$ cat src/rtl/video_pattern_pkg.sv
// Shared types and constants for the video pattern generator.
package video_pattern_pkg;

  typedef enum logic [1:0] {
    IDLE   = 2'd0,
    BLANK  = 2'd1,
    ACTIVE = 2'd2
  } state_e;

  localparam logic [1:0] MODE_RAMP  = 2'd0;
  localparam logic [1:0] MODE_BARS  = 2'd1;
  localparam logic [1:0] MODE_FLAT  = 2'd2;
  localparam logic [1:0] MODE_CHECK = 2'd3;

  // Width of a counter spanning 0..n-1, never below one bit.
  function automatic int cnt_w(input int n);
    return (n < 2) ? 1 : $clog2(n);
  endfunction

endpackage

$ cat src/rtl/video_timing_cnt.sv
// Pixel (x) and line counters with terminal-count flags for the
// raster timing of video_pattern_gen.
module video_timing_cnt
  import video_pattern_pkg::*;
#(
  parameter int H_ACTIVE = 1920,
  parameter int H_BLANK  = 4,
  parameter int V_ACTIVE = 1080,
  parameter int V_BLANK  = 2,
  parameter int LW       = 11
) (
  input  logic          clock,
  input  logic          n_reset,
  input  logic          en,
  input  logic          active,
  output logic [LW-1:0] line,
  output logic          x_last,
  output logic          line_last
);

  localparam int XMAX = (H_ACTIVE > H_BLANK) ? H_ACTIVE : H_BLANK;
  localparam int XW   = cnt_w(XMAX);
  localparam int VTOT = V_ACTIVE + V_BLANK;

  logic [XW-1:0] x_q, x_d;
  logic [LW-1:0] line_q, line_d;

  // x restarts at each BLANK/ACTIVE phase boundary
  assign x_last = active ? (x_q == XW'(H_ACTIVE - 1))
                         : (x_q == XW'(H_BLANK - 1));
  assign line_last = (line_q == LW'(VTOT - 1));
  assign line = line_q;

  always_comb begin
    x_d    = x_q;
    line_d = line_q;
    if (!en) begin
      x_d    = '0;
      line_d = '0;
    end else begin
      x_d = x_last ? '0 : x_q + 1'b1;
      if (active && x_last) begin
        line_d = line_last ? '0 : line_q + 1'b1;
      end
    end
  end

  always_ff @(posedge clock or negedge n_reset) begin
    if (!n_reset) begin
      x_q    <= '0;
      line_q <= '0;
    end else begin
      x_q    <= x_d;
      line_q <= line_d;
    end
  end

endmodule

$ cat src/rtl/video_pattern_gen.sv
// Test-pattern and raster timing generator for the display fail-safe path.
// Define VIDEO_PATTERN_CHECKER_EN to enable the mode 3 checker pattern.
module video_pattern_gen
  import video_pattern_pkg::*;
#(
  parameter int H_ACTIVE   = 1920,
  parameter int H_BLANK    = 4,
  parameter int V_ACTIVE   = 1080,
  parameter int V_BLANK    = 2,
  parameter int DATA_W     = 8,
  parameter int RAMP_STEP  = 7,
  parameter int CHECK_SIZE = 64
) (
  input  logic              clock,
  input  logic              n_reset,
  input  logic              start,
  input  logic              stop,
  input  logic [1:0]        mode,
  output logic              h_sync,
  output logic              v_sync,
  output logic              d_en,
  output logic [DATA_W-1:0] data,
  output logic              busy,
  output logic              frame_done
);

  localparam int LW      = cnt_w(V_ACTIVE + V_BLANK);
  localparam int BAR_LEN = H_ACTIVE / 8;
  localparam int RSW     = cnt_w(RAMP_STEP);
  localparam int BSW     = cnt_w(BAR_LEN);

  if (H_ACTIVE < 8 || (H_ACTIVE % 8) != 0) begin : g_bad_h_active
    $error("H_ACTIVE must be >= 8 and a multiple of 8");
  end
  if (H_BLANK < 1) begin : g_bad_h_blank
    $error("H_BLANK must be >= 1");
  end
  if (V_ACTIVE < 1) begin : g_bad_v_active
    $error("V_ACTIVE must be >= 1");
  end
  if (V_BLANK < 0) begin : g_bad_v_blank
    $error("V_BLANK must be >= 0");
  end
  if (DATA_W < 3) begin : g_bad_data_w
    $error("DATA_W must be >= 3");
  end
  if (RAMP_STEP < 1) begin : g_bad_ramp
    $error("RAMP_STEP must be >= 1");
  end
  if (CHECK_SIZE < 1) begin : g_bad_check
    $error("CHECK_SIZE must be >= 1");
  end

  state_e          state_q, state_d;
  logic [1:0]      mode_q, mode_d;
  logic            st1_q, st2_q, st3_q;
  logic            start_edge;
  logic            frame_end;
  logic [LW-1:0]   line;
  logic            x_last, line_last;
  logic            adv;

  assign start_edge = st2_q & ~st3_q;

  video_timing_cnt #(
    .H_ACTIVE (H_ACTIVE),
    .H_BLANK  (H_BLANK),
    .V_ACTIVE (V_ACTIVE),
    .V_BLANK  (V_BLANK),
    .LW       (LW)
  ) u_cnt (
    .clock     (clock),
    .n_reset   (n_reset),
    .en        (state_q != IDLE),
    .active    (state_q == ACTIVE),
    .line      (line),
    .x_last    (x_last),
    .line_last (line_last)
  );

  always_comb begin
    state_d   = state_q;
    mode_d    = mode_q;
    frame_end = 1'b0;
    unique case (state_q)
      IDLE: begin
        if (start_edge) begin
          state_d = BLANK;
          mode_d  = mode;
        end
      end
      BLANK: begin
        if (x_last) state_d = ACTIVE;
      end
      ACTIVE: begin
        if (x_last) begin
          state_d = BLANK;
          if (line_last) begin
            frame_end = 1'b1;
            // stop beats a held start; a fresh edge is needed
            if (stop) state_d = IDLE;
            else      mode_d  = mode;
          end
        end
      end
      default: state_d = IDLE;
    endcase
  end

  always_ff @(posedge clock or negedge n_reset) begin
    if (!n_reset) begin
      state_q <= IDLE;
      mode_q  <= MODE_RAMP;
      st1_q   <= 1'b0;
      st2_q   <= 1'b0;
      st3_q   <= 1'b0;
    end else begin
      state_q <= state_d;
      mode_q  <= mode_d;
      st1_q   <= start;
      st2_q   <= st1_q;
      st3_q   <= st2_q;
    end
  end

  // Pattern cell counters track x without dividers; idle at 0 outside ACTIVE
  assign adv = (state_q == ACTIVE) && !x_last;

  logic [RSW-1:0]    rs_q, rs_d;
  logic [DATA_W-1:0] rc_q, rc_d;
  logic [BSW-1:0]    bs_q, bs_d;
  logic [2:0]        bi_q, bi_d;

  always_comb begin
    rs_d = '0;
    rc_d = '0;
    bs_d = '0;
    bi_d = '0;
    if (adv) begin
      rs_d = rs_q + 1'b1;
      rc_d = rc_q;
      if (rs_q == RSW'(RAMP_STEP - 1)) begin
        rs_d = '0;
        rc_d = rc_q + 1'b1;
      end
      bs_d = bs_q + 1'b1;
      bi_d = bi_q;
      if (bs_q == BSW'(BAR_LEN - 1)) begin
        bs_d = '0;
        bi_d = bi_q + 1'b1;
      end
    end
  end

  always_ff @(posedge clock or negedge n_reset) begin
    if (!n_reset) begin
      rs_q <= '0;
      rc_q <= '0;
      bs_q <= '0;
      bi_q <= '0;
    end else begin
      rs_q <= rs_d;
      rc_q <= rc_d;
      bs_q <= bs_d;
      bi_q <= bi_d;
    end
  end

`ifdef VIDEO_PATTERN_CHECKER_EN
  localparam int CSW = cnt_w(CHECK_SIZE);

  logic [CSW-1:0] cxs_q, cxs_d, cls_q, cls_d;
  logic           cxp_q, cxp_d, clp_q, clp_d;
  logic           line_adv;

  assign line_adv = (state_q == ACTIVE) && x_last;

  always_comb begin
    cxs_d = '0;
    cxp_d = 1'b0;
    if (adv) begin
      cxs_d = cxs_q + 1'b1;
      cxp_d = cxp_q;
      if (cxs_q == CSW'(CHECK_SIZE - 1)) begin
        cxs_d = '0;
        cxp_d = ~cxp_q;
      end
    end
    cls_d = cls_q;
    clp_d = clp_q;
    if (state_q == IDLE) begin
      cls_d = '0;
      clp_d = 1'b0;
    end else if (line_adv) begin
      if (line_last) begin
        cls_d = '0;
        clp_d = 1'b0;
      end else if (cls_q == CSW'(CHECK_SIZE - 1)) begin
        cls_d = '0;
        clp_d = ~clp_q;
      end else begin
        cls_d = cls_q + 1'b1;
      end
    end
  end

  always_ff @(posedge clock or negedge n_reset) begin
    if (!n_reset) begin
      cxs_q <= '0;
      cxp_q <= 1'b0;
      cls_q <= '0;
      clp_q <= 1'b0;
    end else begin
      cxs_q <= cxs_d;
      cxp_q <= cxp_d;
      cls_q <= cls_d;
      clp_q <= clp_d;
    end
  end
`endif

  logic [DATA_W-1:0] pix;

  always_comb begin
    pix = '0;
    unique case (mode_q)
      MODE_RAMP: pix = rc_q;
      MODE_BARS: pix = DATA_W'(bi_q) << (DATA_W - 3);
      MODE_FLAT: pix = DATA_W'(1) << (DATA_W - 1);
      MODE_CHECK: begin
`ifdef VIDEO_PATTERN_CHECKER_EN
        pix = (cxp_q ^ clp_q) ? '1 : '0;
`else
        pix = '0;
`endif
      end
      default: pix = '0;
    endcase
  end

  logic              h_sync_q, h_sync_d;
  logic              v_sync_q, v_sync_d;
  logic              d_en_q, d_en_d;
  logic [DATA_W-1:0] data_q, data_d;
  logic              busy_q, busy_d;
  logic              frame_done_q, frame_done_d;

  always_comb begin
    h_sync_d     = (state_q == BLANK);
    v_sync_d     = h_sync_d && (line == '0);
    d_en_d       = (state_q == ACTIVE) && (32'(line) < V_ACTIVE);
    data_d       = d_en_d ? pix : '0;
    busy_d       = (state_q != IDLE);
    frame_done_d = frame_end;
  end

  always_ff @(posedge clock or negedge n_reset) begin
    if (!n_reset) begin
      h_sync_q     <= 1'b0;
      v_sync_q     <= 1'b0;
      d_en_q       <= 1'b0;
      data_q       <= '0;
      busy_q       <= 1'b0;
      frame_done_q <= 1'b0;
    end else begin
      h_sync_q     <= h_sync_d;
      v_sync_q     <= v_sync_d;
      d_en_q       <= d_en_d;
      data_q       <= data_d;
      busy_q       <= busy_d;
      frame_done_q <= frame_done_d;
    end
  end

  assign h_sync     = h_sync_q;
  assign v_sync     = v_sync_q;
  assign d_en       = d_en_q;
  assign data       = data_q;
  assign busy       = busy_q;
  assign frame_done = frame_done_q;

endmodule
$ cat config.mk
export PLATFORM = sky130hd
export DESIGN_NAME = video_pattern_gen
export DESIGN_NICKNAME = d
export VERILOG_FILES = /design/src/rtl/video_pattern_pkg.sv /design/src/rtl/video_timing_cnt.sv /design/src/rtl/video_pattern_gen.sv
export SDC_FILE = /design/constraint.sdc
export NUM_CORES = 1
export LEC_CHECK = 0
export ABC_AREA = 1
export BUFFER_PORTS_ARGS = -buffer_cell sky130_fd_sc_hd__buf_2
export CORE_UTILIZATION = 35
export DETAILED_ROUTE_END_ITERATION = 8
export GPL_TIMING_DRIVEN = 0
export MAX_ROUTING_LAYER = met4
export PLACE_DENSITY = 0.53
export SLEW_MARGIN = 20
export SYNTH_ARGS = -nofsm -noshare
export SYNTH_HDL_FRONTEND = slang
export SYNTH_SLANG_ARGS = --single-unit
$ cat constraint.sdc
create_clock -name clock -period 3.1 [get_ports clock]
set_input_delay 0.465 -clock clock [delete_from_list [all_inputs] [get_ports clock]]
set_output_delay 0.465 -clock clock [all_outputs]
set_load 0.01 [all_outputs]
==> results.yml, run 1 <==
status:
  outcome: "complete, no violations"
critical_path:
  worst-endpoint-required_ns: 3.33
  arrival_ns: 2.02
  rr_worst_depth: 8
  worstSetupPathType: "register to register"
  rrSetupSlack_ns: 1.31
  cp_slowest_cell: "dfrtp_1"
  regToRegEndpoint: "bi_q[2]"
  crit_start: "bs_q[0]"
  critical_path.top_delay_family: "simple AND/OR/NAND/NOR gates"
  cp_cell_sequence: "ha_1 > nand2_1 > nor2_1 > nand4_1 > inv_1 > nand2_1 > xor2_1 > nor2_1"
  endpoint_kind: "register"
  rr_startpoint: "bs_q[0]"
  max_stage_delay_ns: 0.39
  path_max_fanout: 6
  critPathBufInv: 1
  cp-start-kind: "register"
layout:
  fin_nets: 394
  area_delta_synth_final_pct: 16.1
  stdcell_count: 491
  layout-drive-gt1-share_pct: 12.7
  antenna-diode-count: 0
clock_network:
  worstSkewPairLatency_ns: 0.34
  cts_tree: "done"
  clk_pin_slew_ns: 0.08
  cts_setup_buffers: 0
  htreeDepth: 3
  numCtsBuffers: 9
  clock_sinks: 64
  cts_hold_buf: 0
  cts-root-buf: "clkbuf_8"
  ctsResizeCount: 0
  clock_path_buffers: 2
timing:
  worstMarginPinSlew_ns: 0.419
  slew_headroom_pct: 72.1
  post-route-min-period_ns: 1.79
  finalCritPeriodShare_pct: 57.7
  hold_viol: 0
  fin_worst_skew_ns: 0.00605
  fmax_mhz: 559
  setup-violations-final: 0
  fin_setup_tns_ns: 0
  slew_violations: 0
  rsz0062_at_grt: "no"
place:
  dpl.hpwl_mm: 4.19
  routabilityCongestion: 0.918
  io_buffer_count: 18
  place_inst: 475
synthesis:
  synth_adder_area_share_pct: 2.85
  synth_xor_area_share_pct: 6.28
  netlist_area_um2: 3070
  yosys_warnings: 0
  synth_compound_area_share_pct: 4.24
  synth_cells: 351
  yosys.area_share.simple_pct: 28.5
  syn_area_per_cell_um2: 8.75
  synthMuxAreaShare_pct: 0
  ys_types: 27
  ys_seq_area_share_pct: 52.2
  ys_ff_latch: 64
  synth_nets: 364
  synth_top_family_by_area: "simple AND/OR/NAND/NOR gates"
hold_path:
  hp-class: "input pin to asynchronous set/reset pin"
routing:
  wl_per_cell_um: 11.9
  routed_wl_mm: 5.85
  drt_pass1_iterations: 4
  ant_nets: 0
  vias: 2372
  viasPerCell: 4.83
  drc: 0
  drtIter0Drc: 77
floorplan:
  io_pins: 19
  rows: 33
  core_area_um2: 8340
  dieWidth_um: 95.7
  design.die.area_um2: 9150
  start_util_pct: 36.8
  die_h_um: 95.7
grt:
  grt_pass1_wl_mm: 10.8
  grt_max_degree: 35
  antenna_found_initial: 0
  grt-ovfl-total: 0
  grtUsageTotal_pct: 15.8
  grt_pass1_vias: 2345
power:
  power_density_nw_per_um2: 495
  p_leak_nw: 1.78
  ir_drop_uv: 218
  total_power_w: 0.00176
job:
  max_cap_viol_count: 0
layout make-up:
class,count,area (µm²)
fill,821,4770
inverter,43,161
tap,105,131
timing repair buffer,19,113
clock inverter,7,128
multi-input combinational,241,1280
sequential,64,1600
buffer,3,22.5
clock buffer,9,124
power by group:
part / switching (W) / internal (W) / total [W]
Clock: 0.000359 / 0.000545 / 0.000904
Sequential: 0.000000620 / 0.000836 / 0.000837
Combinational: 0.0000183 / 0.00000551 / 0.0000238
Total: 0.000377 / 0.00139 / 0.00176
layout by cell type, fill, tap and decap left out, types with 2 or more instances in the layout:
cell type  instances
nand3b_1           3
nand2_2            5
buf_4              2
bufinv_16          3
xor2_1            19
nor2_1            49
nor3b_1            3
ha_1               7
dfrtp_1           64
nand4_1           12
nor3_1            19
buf_2             17
nand2_1           65
inv_1             41
clkbuf_8           9
xnor2_1            3
clkinv_4           2
o21ai_0           11
nand3_1           23
a21oi_1           14
inv_2              2
flip-flops by register name, indices dropped and copies added, names as in the netlist, 2 cells and up:
signal / cells
u_cnt.line: 11
u_cnt.x_q: 11
bs_q: 8
data: 8
rc_q: 8
bi_q: 3
rs_q: 3
mode_q: 2
state_q: 2
cell usage after synthesis (all sizes together):
library cell  number  area share (%)
nor3              19             3.1
and3               1            0.20
dfrtp             64              52
inv               43             5.3
nor2              51             7.0
nand3             24             4.3
xnor2              3            0.86
clkbuf             1            0.12
buf                2            0.61
nor3b              3            0.73
o21ai             12             2.0
nand2             71             9.3
ha                 7             2.9
xor2              19             5.4
nand3b             3            0.73
or2                1            0.20
a21oi             14             2.3
nand4             13             2.9
logic make-up after synthesis:
| logic type | count (synthesis) |
|---|---|
| simple gates | 186 |
| buf+inv | 46 |
| compound gates | 26 |
| fa+ha+maj | 7 |
| xor+xnor | 22 |
| flops | 64 |
how the worst max path moves through the flow:
stage / to / slack [ns] / cells after the start
4_1_cts: bi_q[2] / 1.30 / 8
3_3_place_gp: u_cnt.line[0] / 1.30 / 1
3_5_place_dp: bi_q[2] / 1.32 / 8
2_1_floorplan: bi_q[2] / 1.59 / 8
6_report: bi_q[2] / 1.31 / 8
5_1_grt: bi_q[2] / 1.09 / 8
stage by stage:
| stage | instance area (µm²) | utilization (%) | hold slack, ns | setup WS [ns] |
|---|---|---|---|---|
| after floorplan | 3070 | - | 0.169 | 1.59 |
| after global placement | 3290 | 39.5 | 0.342 | 1.30 |
| after detailed placement | 3310 | 39.7 | 0.341 | 1.32 |
| after CTS | 3570 | 42.8 | 0.0588 | 1.30 |
| after global routing | 3570 | 42.8 | 0.0649 | 1.09 |
| final | 3570 | 42.8 | 0.0500 | 1.31 |
metal layers:
metal  part of all wire [%]  GRT usage [%]  vias to the layer above
li1                       -              -                     1196
met1                     48           19.2                     1123
met2                     47           24.9                       43
met3                    3.8           4.23                       10
met4                    1.8           6.22                        0
met5                      0              -                        -
Power figures use the tool's default switching activity.
==> run 2, diff against run 1 <==
==> constraint.sdc (replaced) <==
create_clock -name clock -period 1.8 [get_ports clock]
set_input_delay 0.27 -clock clock [delete_from_list [all_inputs] [get_ports clock]]
set_output_delay 0.27 -clock clock [all_outputs]
set_load 0.01 [all_outputs]
==> run 2 against run 1 <==
  * Wire length rose by 0.38%
  * Global-route usage did not move
  * Via count rose by 0.34%
  * Register-to-register slack got worse by 1.1 ns
  * Combinational power rose by 79%
  * Largest power group unchanged
  * Sequential power rose by 72%
  * First-iteration DRC count rose by 17%
  * Critical endpoint is now u_cnt.line[5]
  * Die area did not move
  * Non-clock buffer count rose by 5
==> results.yml, run 2 (synthesis results as in run 1) <==
status:
  outcome: "complete, no violations"
grt:
  antenna_found_initial: 0
  grtUsageTotal_pct: 15.8
  grt_pass1_wl_mm: 10.8
  grt_pass1_vias: 2345
  grt_max_degree: 35
  grt-ovfl-total: 0
floorplan:
  dieWidth_um: 95.7
  rows: 33
  core_area_um2: 8340
  design.die.area_um2: 9150
  io_pins: 19
  start_util_pct: 36.8
  die_h_um: 95.7
timing:
  worstMarginPinSlew_ns: 0.416
  post-route-min-period_ns: 1.62
  slew_headroom_pct: 72.2
  setup-violations-final: 0
  slew_violations: 0
  fin_hold_ws_ns: 0.0363
  finalCritPeriodShare_pct: 90.2
  hold_viol: 0
  fin_setup_tns_ns: 0
  fin_worst_skew_ns: 0.00604
  fmax_mhz: 616
place:
  dpl.hpwl_mm: 4.19
  dpl_cell_area_um2: 3310
  place_inst: 475
  io_buffer_count: 18
  routabilityCongestion: 0.918
critical_path:
  rr_startpoint: "state_q[0]"
  cp.depth: 8
  arrival_ns: 1.85
  path_common_cell: "nand2_1"
  endpoint: "u_cnt.line[5]"
  critPathBufInv: 1
  worst-endpoint-required_ns: 2.03
  endpoint_kind: "register"
  path_max_fanout: 10
  crit_start: "state_q[0]"
  max_stage_delay_ns: 0.47
  cp-start-kind: "register"
  regToRegEndpoint: "u_cnt.line[5]"
  cp_cell_sequence: "nor2_8 > nand3_1 > nand2_2 > nand4_1 > nand2_4 > inv_1 > nand2_1 > nand2_1"
  rr_worst_depth: 8
  critical_path.top_delay_family: "simple AND/OR/NAND/NOR gates"
  cp_slowest_cell: "dfrtp_1"
  worstSetupPathType: "register to register"
  rrSetupSlack_ns: 0.18
routing:
  vias: 2380
  drt_pass1_iterations: 4
  wl_per_cell_um: 11.8
  wl_met3_um: 197
  ant_nets: 0
  routed_wl_mm: 5.87
  drtIter0Drc: 90
  met1Wirelength_mm: 2.83
  viasPerCell: 4.80
  maxUsedRoutingLayer: "met4"
  drc: 0
  dr_wl_met2_mm: 2.74
layout:
  final_common_cell: "nand2_1"
  final_util_pct: 43.4
  layout-drive-gt1-share_pct: 14.6
  final_area_um2: 3620
  area_delta_synth_final_pct: 17.8
  fin_nets: 399
  mostFrequentLayoutCells: "64 x nand2_1, 63 x dfrtp_1, 48 x nor2_1, 40 x inv_1, 23 x nand3_1"
  antenna-diode-count: 0
  stdcell_count: 496
power:
  p_leak_nw: 1.80
  power_density_nw_per_um2: 841
  ir_drop_uv: 355
clock_network:
  clk_pin_slew_ns: 0.08
  htreeDepth: 3
  cts-root-buf: "clkbuf_8"
  clock_path_buffers: 2
  clock_sinks: 64
  worstSkewPairLatency_ns: 0.34
  cts_tree: "done"
  numCtsBuffers: 9
hold_path:
  hp-class: "input pin to register"
job:
  max_cap_viol_count: 0
==> run 2: worst min-delay path by stage <==
stage / startpoint / end / cells after the start
floorplan: n_reset / bi_q[0] / 0
global route: start / st1_q / 1
detailed placement: n_reset / bs_q[6] / 1
CTS: start / st1_q / 1
global placement: st1_q / st2_q / 0
finish: start / st1_q / 1
==> run 2: cell type report <==
type,count,area [µm²]
repair buffers,24,153
flip-flops and latches,64,1600
multi-input cells,241,1290
clock inverters,7,128
plain buffers,3,22.5
well taps,105,131
inverters,43,161
clock buffers,9,124
fillers,821,4720
==> run 2: what timing repair did <==
action	4_1_cts	5_1_grt
endpoints found under the setup margin	0	8
setup buffers	0	4
hold buffers	1	0
gates resized for setup	0	5
endpoints found under the hold margin	30	0
==> run 2: metrics by stage <==
step / total power [W] / setup WS, ns
after floorplan: 0.00147 / 0.287
after global placement: 0.00151 / 0.0117
after detailed placement: 0.00151 / 0.0218
after CTS: 0.00309 / 0.00204
after global routing: 0.00315 / -0.00119
final: 0.00304 / 0.177
==> run 2: power breakdown <==
part	total (W)	switching, W	internal (W)	leakage [nW]
Combinational	0.0000427	0.0000318	0.0000109	0.870
Sequential	0.00144	0.00000107	0.00144	0.802
Clock	0.00156	0.000620	0.000939	0.126
Total	0.00304	0.000653	0.00239	1.80
==> run 2: routing by layer <==
metal / vias to the layer above / track usage, %
li1: 1204 / -
met1: 1130 / 19.3
met2: 36 / 24.9
met3: 10 / 4.15
met4: 0 / 6.22
met5: - / -
